### config.mk
export PLATFORM = sky130hd
export DESIGN_NAME = wb_hyperram_arbiter
export DESIGN_NICKNAME = d
export VERILOG_FILES = /design/src/rtl/wb_hyperram_pkg.sv /design/src/rtl/wb_rr_pick2.sv /design/src/rtl/wb_hyperram_arbiter.sv
export SDC_FILE = /design/constraint.sdc
export NUM_CORES = 1
export LEC_CHECK = 0
export BUFFER_PORTS_ARGS = -buffer_cell sky130_fd_sc_hd__buf_2
export CAP_MARGIN = 20
export CORE_AREA = 2 2 124 126
export CTS_CLUSTER_DIAMETER = 100
export DETAILED_ROUTE_END_ITERATION = 10
export DIE_AREA = 0 0 126 128
export GPL_TIMING_DRIVEN = 0
export PLACE_DENSITY = 0.56
export SETUP_SLACK_MARGIN = 0.1
export SLEW_MARGIN = 0
export SYNTH_ARGS = -nofsm -noshare
export SYNTH_HDL_FRONTEND = slang
export SYNTH_SLANG_ARGS = --single-unit
export TNS_END_PERCENT = 1
### constraint.sdc
create_clock -name wb_clk_i -period 6.6 [get_ports wb_clk_i]
set_input_delay 1.98 -clock wb_clk_i [delete_from_list [all_inputs] [get_ports wb_clk_i]]
set_output_delay 1.98 -clock wb_clk_i [all_outputs]
set_load 0.1 [all_outputs]
### src/rtl/wb_hyperram_pkg.sv
// ---------------------------------------------------------------------------
// wb_hyperram_pkg
// Shared definitions for the wb_hyperram master arbiter:
//   - arb_state_t      : arbiter FSM states (IDLE / GNT0 / GNT1 / FLUSH)
//   - ERR_DATA_DEFAULT : read data handed back when the watchdog ends a transfer
// ---------------------------------------------------------------------------
package wb_hyperram_pkg;

   typedef enum logic [1:0] {
      ST_IDLE  = 2'd0,
      ST_GNT0  = 2'd1,
      ST_GNT1  = 2'd2,
      ST_FLUSH = 2'd3
   } arb_state_t;

   localparam logic [31:0] ERR_DATA_DEFAULT = 32'hDEAD_BEEF;

endpackage

### src/rtl/wb_rr_pick2.sv
// ---------------------------------------------------------------------------
// wb_rr_pick2
// Two-input round-robin picker.
//   i_req  [1:0] : request vector (bit n = master n)
//   i_last       : master that owned the bus most recently
//   o_gnt  [1:0] : one-hot pick, 00 when nobody requests
// ---------------------------------------------------------------------------
module wb_rr_pick2 (
   input  logic [1:0] i_req,
   input  logic       i_last,
   output logic [1:0] o_gnt
);

   // A lone requester wins outright; a tie goes to the master that was not last.
   always_comb begin
      o_gnt = 2'b00;
      case (i_req)
         2'b01:   o_gnt = 2'b01;
         2'b10:   o_gnt = 2'b10;
         2'b11:   o_gnt = i_last ? 2'b01 : 2'b10;
         default: o_gnt = 2'b00;
      endcase
   end

endmodule

### src/rtl/wb_hyperram_arbiter.sv
// ---------------------------------------------------------------------------
// wb_hyperram_arbiter
// Shares one wb_hyperram Wishbone slave between two classic Wishbone masters
// with round-robin arbitration, a bounded grant hold and a hung-transfer
// watchdog.
//   wb_clk_i / wb_rstn_i     : clock, synchronous active-low reset
//   m0_* / m1_*              : master ports (cyc, stb, we, sel, adr, dat in;
//                              ack, dat out)
//   s_*                      : slave port towards wb_hyperram
//   grant_o [1:0]            : one-hot current owner, 00 = none
//   timeout_o                : sticky watchdog flag, cleared only by reset
// The granted master is routed to the slave combinationally, so acks and
// read data come back with no added latency.
// ---------------------------------------------------------------------------
module wb_hyperram_arbiter #(
   parameter int unsigned MAX_HOLD = 4,
   parameter int unsigned TIMEOUT  = 1024,
   parameter logic [31:0] ERR_DATA = wb_hyperram_pkg::ERR_DATA_DEFAULT
) (
   input  logic        wb_clk_i,
   input  logic        wb_rstn_i,
   input  logic        m0_cyc_i,
   input  logic        m0_stb_i,
   input  logic        m0_we_i,
   input  logic [3:0]  m0_sel_i,
   input  logic [31:0] m0_adr_i,
   input  logic [31:0] m0_dat_i,
   output logic        m0_ack_o,
   output logic [31:0] m0_dat_o,
   input  logic        m1_cyc_i,
   input  logic        m1_stb_i,
   input  logic        m1_we_i,
   input  logic [3:0]  m1_sel_i,
   input  logic [31:0] m1_adr_i,
   input  logic [31:0] m1_dat_i,
   output logic        m1_ack_o,
   output logic [31:0] m1_dat_o,
   output logic        s_cyc_o,
   output logic        s_stb_o,
   output logic        s_we_o,
   output logic [3:0]  s_sel_o,
   output logic [31:0] s_adr_o,
   output logic [31:0] s_dat_o,
   input  logic        s_ack_i,
   input  logic [31:0] s_dat_i,
   output logic [1:0]  grant_o,
   output logic        timeout_o
);

   import wb_hyperram_pkg::*;

   localparam int unsigned   HW        = (MAX_HOLD > 1) ? $clog2(MAX_HOLD) : 1;
   localparam int unsigned   WW        = $clog2(TIMEOUT);
   localparam logic [HW-1:0] HOLD_LAST = HW'(MAX_HOLD - 1);
   localparam logic [HW-1:0] HOLD_ONE  = HW'(1);
   localparam logic [WW-1:0] WD_LAST   = WW'(TIMEOUT - 1);
   localparam logic [WW-1:0] WD_ONE    = WW'(1);

   arb_state_t    r_state;
   arb_state_t    w_next;
   arb_state_t    w_other;
   logic          r_last;
   logic [HW-1:0] r_hold;
   logic [WW-1:0] r_wdog;
   logic          r_quiet;
   logic          r_timeout;

   logic          w_req0;
   logic          w_req1;
   logic [1:0]    w_pick;
   logic          w_in_gnt;
   logic          w_own_cyc;
   logic          w_own_stb;
   logic          w_oth_req;
   logic          w_fire;

   assign w_req0 = m0_cyc_i & m0_stb_i;
   assign w_req1 = m1_cyc_i & m1_stb_i;

   wb_rr_pick2 u_pick (
      .i_req  ({w_req1, w_req0}),
      .i_last (r_last),
      .o_gnt  (w_pick)
   );

   // Owner-relative view of the bus used by the FSM and the watchdog.
   always_comb begin
      w_in_gnt  = 1'b0;
      w_own_cyc = 1'b0;
      w_own_stb = 1'b0;
      w_oth_req = 1'b0;
      w_other   = ST_IDLE;
      case (r_state)
         ST_GNT0: begin
            w_in_gnt  = 1'b1;
            w_own_cyc = m0_cyc_i;
            w_own_stb = m0_stb_i;
            w_oth_req = w_req1;
            w_other   = ST_GNT1;
         end
         ST_GNT1: begin
            w_in_gnt  = 1'b1;
            w_own_cyc = m1_cyc_i;
            w_own_stb = m1_stb_i;
            w_oth_req = w_req0;
            w_other   = ST_GNT0;
         end
         default: begin
            w_in_gnt  = 1'b0;
            w_own_cyc = 1'b0;
            w_own_stb = 1'b0;
            w_oth_req = 1'b0;
            w_other   = ST_IDLE;
         end
      endcase
      // A real ack in the expiry cycle beats the watchdog.
      w_fire = w_in_gnt & w_own_cyc & w_own_stb & ~s_ack_i & (r_wdog == WD_LAST);
   end

   // Bus routing: only the granted master ever reaches the slave.
   always_comb begin
      s_cyc_o  = 1'b0;
      s_stb_o  = 1'b0;
      s_we_o   = 1'b0;
      s_sel_o  = 4'h0;
      s_adr_o  = 32'h0000_0000;
      s_dat_o  = 32'h0000_0000;
      m0_ack_o = 1'b0;
      m0_dat_o = 32'h0000_0000;
      m1_ack_o = 1'b0;
      m1_dat_o = 32'h0000_0000;
      grant_o  = 2'b00;
      case (r_state)
         ST_GNT0: begin
            s_cyc_o  = m0_cyc_i & ~w_fire;
            s_stb_o  = m0_stb_i & ~w_fire;
            s_we_o   = m0_we_i;
            s_sel_o  = m0_sel_i;
            s_adr_o  = m0_adr_i;
            s_dat_o  = m0_dat_i;
            m0_ack_o = s_ack_i | w_fire;
            m0_dat_o = w_fire ? ERR_DATA : s_dat_i;
            grant_o  = 2'b01;
         end
         ST_GNT1: begin
            s_cyc_o  = m1_cyc_i & ~w_fire;
            s_stb_o  = m1_stb_i & ~w_fire;
            s_we_o   = m1_we_i;
            s_sel_o  = m1_sel_i;
            s_adr_o  = m1_adr_i;
            s_dat_o  = m1_dat_i;
            m1_ack_o = s_ack_i | w_fire;
            m1_dat_o = w_fire ? ERR_DATA : s_dat_i;
            grant_o  = 2'b10;
         end
         default: begin
            grant_o  = 2'b00;
         end
      endcase
   end

   // Next-state logic: arbitration, hold limit, abort and flush exit.
   always_comb begin
      w_next = r_state;
      case (r_state)
         ST_IDLE: begin
            if (w_pick[0]) begin
               w_next = ST_GNT0;
            end else if (w_pick[1]) begin
               w_next = ST_GNT1;
            end else begin
               w_next = ST_IDLE;
            end
         end
         ST_GNT0, ST_GNT1: begin
            if (s_ack_i) begin
               if (w_oth_req && (r_hold == HOLD_LAST)) begin
                  w_next = w_other;
               end else if (w_own_cyc) begin
                  w_next = r_state;
               end else if (w_oth_req) begin
                  w_next = w_other;
               end else begin
                  w_next = ST_IDLE;
               end
            end else if (w_fire) begin
               w_next = ST_FLUSH;
            end else if (!w_own_cyc) begin
               w_next = ST_IDLE;
            end else begin
               w_next = r_state;
            end
         end
         ST_FLUSH: begin
            // r_quiet marks one ack-free cycle already seen in FLUSH.
            if (!s_ack_i && r_quiet) begin
               w_next = ST_IDLE;
            end else begin
               w_next = ST_FLUSH;
            end
         end
         default: begin
            w_next = ST_IDLE;
         end
      endcase
   end

   // State, round-robin pointer, saturating counters and sticky flag.
   always_ff @(posedge wb_clk_i) begin
      if (!wb_rstn_i) begin
         r_state   <= ST_IDLE;
         r_last    <= 1'b1;
         r_hold    <= '0;
         r_wdog    <= '0;
         r_quiet   <= 1'b0;
         r_timeout <= 1'b0;
      end else begin
         r_state <= w_next;

         if ((w_next == ST_GNT0) && (r_state != ST_GNT0)) begin
            r_last <= 1'b0;
         end else if ((w_next == ST_GNT1) && (r_state != ST_GNT1)) begin
            r_last <= 1'b1;
         end else begin
            r_last <= r_last;
         end

         if (w_next != r_state) begin
            r_hold <= '0;
         end else if (w_in_gnt && s_ack_i && (r_hold != HOLD_LAST)) begin
            r_hold <= r_hold + HOLD_ONE;
         end else begin
            r_hold <= r_hold;
         end

         if ((w_next != r_state) || s_ack_i) begin
            r_wdog <= '0;
         end else if (w_in_gnt && w_own_cyc && w_own_stb && (r_wdog != WD_LAST)) begin
            r_wdog <= r_wdog + WD_ONE;
         end else begin
            r_wdog <= r_wdog;
         end

         r_quiet <= (r_state == ST_FLUSH) && !s_ack_i;

         if (w_fire) begin
            r_timeout <= 1'b1;
         end else begin
            r_timeout <= r_timeout;
         end
      end
   end

   assign timeout_o = r_timeout;

endmodule

==> Word-level counts from Yosys, hierarchy flattened <==
Index checks and enable logic that the tools add are counted.
{ "op_classes": {"bitwise": 14, "muxes": 31, "addsub": 2, "n_reduce_logical": 17, "n_eq_ne": 15} }
{ "op_table": {"columns": ["operator", "n"], "rows": [
  ["$pmux W32 S2", 2],
  ["$mux W32", 3],
  ["$mux W2", 10],
  ["$eq A2 B2 Y1 const B", 6],
  ["$pmux W1 S2", 6],
  ["$pmux W2 S3", 2],
  ["$add A10 B1 Y10 const B", 1],
  ["$and A1 B1 Y1", 10],
  ["$eq A10 B10 Y1 const B", 1],
  ["$logic_and A1 B1 Y1", 10],
  ["$ne A10 B10 Y1 const B", 1],
  ["$pmux W2 S2", 2],
  ["$pmux W4 S2", 1],
  ["$eq A2 B1 Y1 const B", 3],
  ["$reduce_or A2 Y1", 3],
  ["$mux W1", 5],
  ["$ne A2 B2 Y1 const B", 2],
  ["$not A1 Y1", 3],
  ["$add A2 B1 Y2 const B", 1],
  ["$logic_not A2 Y1", 1],
  ["$ne A2 B1 Y1 const B", 1],
  ["$ne A2 B2 Y1", 1],
  ["$reduce_bool A2 Y1", 1],
  ["$logic_not A1 Y1", 1],
  ["other kinds (2)", 2]
]} }
{ "totals": {"elab_cells": 85, "input_bits": 177, "output_inout_bits": 140, "regBits": 17} }

==> Depth between registers and ports, before layout <==
{ "depth": {"word_depth": 14, "ltp_mapped": 11, "depth_no_buf": 8} }

==> Hierarchy <==
Synthesis repeated with hierarchy kept, for this count alone.
{ "unflattened": {"cells_unflattened": 383, "hier_area_um2": 2783.9} }
{ "modules_own_cells": {"columns": ["mod", "cells_each", "area_per_inst_um2", "instances", "seq_area_each_um2"], "rows": [
  ["wb_hyperram_arbiter", 380, 2765.2, 1, 340.3],
  ["wb_rr_pick2", 3, 18.8, 1, 0.0]
]} }

==> Worst setup path after synthesis <==
Ideal clock, no wire load.
{ "synth_path": {"path_type": "in2out", "startpoint": "input m0_cyc_i", "endpoint": "output s_cyc_o", "setup_slack_ns": 0.085, "arrival_ns": 4.535, "path_stages": 9, "required_time_ns": 4.620, "path_buffers": 3, "cell_sequence": "buf_2 > a22o_2 > and4b_1 > nand2_1 > or2_2 > clkbuf_1 > clkbuf_1 > nand2_1 > nor2_1"} }
{ "synth_via": {"elab_chain_cells": 8, "word_cells_on_any_way": 9, "classes_between": "mux (2); bitwise (7)"} }
{ "synth_rtl": {"columns": ["item", "line", "source"], "rows": [
  ["start: declaration", "wb_hyperram_arbiter.sv:22", "input logic m0_cyc_i,"],
  ["$pmux W1 S2", "wb_hyperram_arbiter.sv:93", "case (r_state)"],
  ["$and A1 B1 Y1 (4 in a row)", "wb_hyperram_arbiter.sv:117", "w_fire = w_in_gnt & w_own_cyc & w_own_stb & ~s_ack_i & (r_wdog == WD_LAST);"],
  ["$not A1 Y1", "wb_hyperram_arbiter.sv:135, wb_hyperram_arbiter.sv:146", null],
  ["$and A1 B1 Y1 (on tied branches)", "wb_hyperram_arbiter.sv:146, wb_hyperram_arbiter.sv:135", null],
  ["$pmux W1 S2 (*)", "wb_hyperram_arbiter.sv:133", "case (r_state)"],
  ["end: declaration", "wb_hyperram_arbiter.sv:38", "output logic s_cyc_o,"]
]} }
Mark *: on every way between the ends. The rest lies on a longest branch, timed or not.

==> Worst setup path after layout <==
{ "layout_path": {"startpoint": "input m0_cyc_i", "endpoint": "output m0_dat_o[25]"} }
{ "layout_via": {"elab_chain_cells": 7} }
{ "layout_rtl": {"columns": ["item", "line", "source"], "rows": [
  ["$pmux W1 S2", "wb_hyperram_arbiter.sv:93", null],
  ["$and A1 B1 Y1 (4 in a row)", "wb_hyperram_arbiter.sv:117", null],
  ["$mux W32", "wb_hyperram_arbiter.sv:142", "m0_dat_o = w_fire ? ERR_DATA : s_dat_i;"],
  ["$mux W32", "wb_hyperram_arbiter.sv:133", null],
  ["end: declaration", "wb_hyperram_arbiter.sv:29", "output logic [31:0] m0_dat_o,"]
]} }
No other way between the ends.

==> Implementation_results.wiki <==
{| class="wikitable"
! Metric !! Value
|-
| Outcome || finished clean
|-
| GR peak layer || met2
|-
| Initial DRT Pass Iterations || 5
|-
| Count of different cell masters after synthesis || 49
|-
| Worst clock skew || 0.002378 ns
|-
| Antenna Nets Post-Route || 0
|-
| Fin nets || 910
|-
| Routability cong. || 0.8775
|-
| Final max-slew violation count || 0
|-
| Leakage || between 2 and 2.5 nW
|-
| Class of the most critical setup path || input port to output pin
|-
| Post-CTS setup repair buffer count || 0
|-
| Port Buffers || roughly 320
|-
| Antenna violations before repair || 1
|-
| Hold Violations, Final || 0
|-
| Layout Area Growth over Synthesis || 64.52%
|-
| Ports placed on the boundary || around 320
|-
| EDFF count, synth || 0
|-
| Post-route cell area || ~4800 um^2
|-
| Post-synth top area share || 0.1891
|-
| Endpoint of the worst-slack reg-to-reg timing path || r_wdog[7]
|-
| Critical path depth in cells || 9
|-
| Critical path arrival || between 4 and 5 ns
|-
| Starting DRT DRC Count || about 230
|-
| Most frequent cells in the layout || sky130_fd_sc_hd__buf_2 (319), sky130_fd_sc_hd__a22oi_1 (74), sky130_fd_sc_hd__nor2b_1 (72)
|-
| Largest area contributor in the synthesized netlist || sky130_fd_sc_hd__a22oi_1
|-
| Clock period minus final worst setup slack || 6.300 ns
|-
| Total number of vias || around 4500
|-
| Buffers plus inverters on the worst setup path || 4
|-
| Clock Sink Count || 17
|-
| DIE HEIGHT || approximately 130 um
|-
| Startpoint type of the worst setup path || input port
|-
| Met1 usage || 0.2497
|-
| Peak supply drop || roughly 0.000086 V
|-
| Power Density || around 140 nW/um^2
|-
| Routed WL per cell || approximately 18 um
|-
| Mean instance size in the synthesized netlist || a little over 7 um^2
|-
| Crit Reg-Reg Startpoint || r_state[0]
|-
| Initial core utilization || 0.1976
|-
| Vias in the first global route || between 4000 and 5000
|-
| Master of the slowest instance on the critical path || sky130_fd_sc_hd__clkbuf_1
|-
| Post-layout instance count excluding filler cells || roughly 920
|-
| Total clock buffers created by CTS || 3
|-
| Number of inserted filler cells in the final layout || 1740
|-
| Die ar. || approximately 16000 um^2
|-
| Remaining global-route overflow || 0
|-
| H-tree Lvls || 1
|-
| Period Utilization, post-route || 0.9545
|-
| Final setup viols || 0
|-
| Cell Area, Synth || 2938 um^2
|-
| Overall track demand over capacity in global routing || 0.1815
|-
| Main synth FF type || sky130_fd_sc_hd__dfxtp_1
|-
| Number of cells upsized or downsized after cts || 0
|-
| First-pass GRT wire length || roughly 23 mm
|-
| CP Launch Point || m0_cyc_i
|-
| Core Region || between 10000 and 15000 um^2
|-
| Actual transition at the worst max-transition pin || approximately 0.71 ns
|-
| Cell Rows || 45
|-
| Hold buffer count at CTS || 0
|-
| Count of maximum capacitance violations || 0
|-
| Yosys reg bits || 17
|-
| Cell with the most instances on the worst path || sky130_fd_sc_hd__buf_2
|-
| Data required time of the critical path || around 4.6 ns
|-
| Min-Delay Path Class || flip-flop to flip-flop
|-
| Fraction of met3 tracks used by global routing || 0.02254
|-
| Clock latency on the worst-skew pair || ~0.25 ns
|-
| Sum Neg Setup Slack || 0 ns
|-
| Share of final-layout standard cells stronger than drive strength 1 || 0.4683
|-
| CTS tree || yes
|-
| Number of synthesis warnings || 0
|-
| Maximum number of pins on one net before global-route repair || 11
|-
| Remaining DRCs || 0
|-
| RSZ-0062 raised after global routing || yes
|-
| Synthesized instance count || between 400 and 500
|-
| Wirelength, routed || roughly 16 mm
|-
| Max-Slew Margin vs Limit || 0.5267
|-
| Synth Net Count || slightly below 600
|-
| Endpoint of the most critical setup path || m0_dat_o[25]
|-
| Clock transition at the registers of the reported paths || 0.05 ns
|-
| Highest net fanout along the worst path || 10
|-
| Critical-path cell list || buf_2 > a22o_2 > and4b_1 > nand2_1 > nor2_1 > clkbuf_1 > buf_2 > o21a_1 > buf_2
|-
| Most common cell after layout, fill and taps aside || sky130_fd_sc_hd__buf_2
|-
| Share of synthesized flip-flops with an asynchronous set or reset || 0
|-
| Crit-path max cell delay || 0.43 ns
|-
| Reg-to-reg setup timing slack || 3.69 ns
|-
| Number of cells traversed by the worst register-to-register path || 10
|-
| Grt met2 use || 0.3109
|-
| Core Util, Final || 0.3252
|-
| Sequential share of the synthesized area || 0.1158
|-
| HPWL reported at the end of detailed placement || around 14 mm
|-
| Width of the die || 126 um
|-
| Top achievable clock speed || between 150 and 200 MHz
|-
| Post-detailed-route via-to-cell ratio || 4.878
|-
| Maximum number of buffers from clock root to sink || 2
|-
| Type of element capturing the critical path || output pin
|-
| Placed inst area || approximately 4700 um^2
|-
| Biggest area contributors in the synthesized netlist || sky130_fd_sc_hd__a22oi_1 (19%), sky130_fd_sc_hd__nor2b_1 (15%), sky130_fd_sc_hd__o21a_1 (13%)
|-
| Top delay family on crit path || buffers and inverters
|-
| Clk Tree Root Cell || sky130_fd_sc_hd__clkbuf_16
|-
| Placed cell count || 910
|}
==> worst min-delay path by stage <==
stage,start,to,slack [ns],depth (start not counted)
after CTS,timeout_o,timeout_o,0.47,2
after global placement,timeout_o,timeout_o,0.45,2
after global routing,timeout_o,timeout_o,0.50,2
after floorplan,r_hold[1],r_hold[1],0.50,2
after detailed placement,timeout_o,timeout_o,0.46,2
final,timeout_o,timeout_o,0.47,2
==> power breakdown <==
group          leakage, nW  internal (mW)  switching [mW]
registers            0.137          0.105         0.00370
clock network       0.0409         0.0812          0.0418
logic                 2.21          0.113           0.308
total                 2.39          0.299           0.354
==> synth_stat cells (2+ instances only) <==
| cell | count |
|---|---|
| sky130_fd_sc_hd__buf_1 | 3 |
| sky130_fd_sc_hd__nor3_1 | 5 |
| sky130_fd_sc_hd__and4_1 | 4 |
| sky130_fd_sc_hd__nand2b_1 | 3 |
| sky130_fd_sc_hd__dfxtp_1 | 17 |
| sky130_fd_sc_hd__and3_1 | 20 |
| sky130_fd_sc_hd__nand3b_1 | 2 |
| sky130_fd_sc_hd__inv_1 | 5 |
| sky130_fd_sc_hd__clkbuf_1 | 36 |
| sky130_fd_sc_hd__nor4_2 | 8 |
| sky130_fd_sc_hd__nand3_1 | 8 |
| sky130_fd_sc_hd__nor2b_1 | 72 |
| sky130_fd_sc_hd__o21ai_0 | 6 |
| sky130_fd_sc_hd__o21a_1 | 49 |
| sky130_fd_sc_hd__nor2_1 | 13 |
| sky130_fd_sc_hd__a22oi_1 | 74 |
| sky130_fd_sc_hd__nand2_1 | 13 |
| sky130_fd_sc_hd__a21o_1 | 2 |
| sky130_fd_sc_hd__xnor2_1 | 9 |
| sky130_fd_sc_hd__or2_2 | 2 |
| sky130_fd_sc_hd__a31oi_1 | 4 |
| sky130_fd_sc_hd__o211ai_1 | 2 |
| sky130_fd_sc_hd__mux2i_1 | 5 |
| sky130_fd_sc_hd__nand4_1 | 3 |
| sky130_fd_sc_hd__ha_1 | 6 |
| sky130_fd_sc_hd__nor4_1 | 5 |
| sky130_fd_sc_hd__buf_2 | 4 |
| sky130_fd_sc_hd__a21oi_1 | 5 |
| sky130_fd_sc_hd__nor3b_1 | 2 |
==> per-layer routing <==
layer  share of wire  up-vias
met5               0        -
met4           0.011        0
li1                -     2151
met3           0.067       13
met2            0.49      208
met1            0.43     2091
==> per-stage QoR <==
stage	setup slack (ns)	hold slack, ns	power, mW
after floorplan	0.08532	0.5015	0.4139
after global placement	0.08544	0.4483	0.5306
after detailed placement	0.1174	0.4605	0.5301
after CTS	0.1089	0.4724	0.6537
after global routing	0.06545	0.4952	0.6860
final	0.3004	0.4671	0.6531
==> worst min-delay path, stage by stage, from the launching register on <==
cell and delay (ns):
sky130_fd_sc_hd__dfxtp_1 0.32, sky130_fd_sc_hd__nor2_1 0.05, sky130_fd_sc_hd__nor2_1 0.07
==> cells by family after synthesis <==
family / Yosys count / synth area share
flip-flops: 17 / 0.1158
AO/OA/AOI/OAI: 153 / 0.3850
multiplexers: 6 / 0.02087
buffers and inverters: 50 / 0.06942
AND/OR/NAND/NOR: 166 / 0.3565
XOR/XNOR: 9 / 0.02683
adder cells (fa/ha/maj): 6 / 0.02555
==> final cells by class <==
| class | count | area [um^2] | area share |
|---|---|---|---|
| clock inverter | 1 | 5.005 | 0.001035 |
| clock buffer | 3 | 75.07 | 0.01553 |
| buffer | 45 | 186.4 | 0.03857 |
| antenna | 1 | 2.502 | 0.0005177 |
| tap | 188 | 235.2 | 0.04867 |
| inverter | 5 | 18.77 | 0.003883 |
| sequential | 17 | 340.3 | 0.07041 |
| timing repair buffer | 315 | 1577 | 0.3262 |
| multi-input combinational | 340 | 2394 | 0.4952 |
==> state kept, by name, summed over array words and instances, names as in the netlist <==
| name | count |
|---|---|
| r_quiet | 1 |
| r_wdog | 10 |
| r_state | 2 |
| timeout_o | 1 |
| r_last | 1 |
| r_hold | 2 |
No activity file was read; power rests on OpenSTA's default activity.
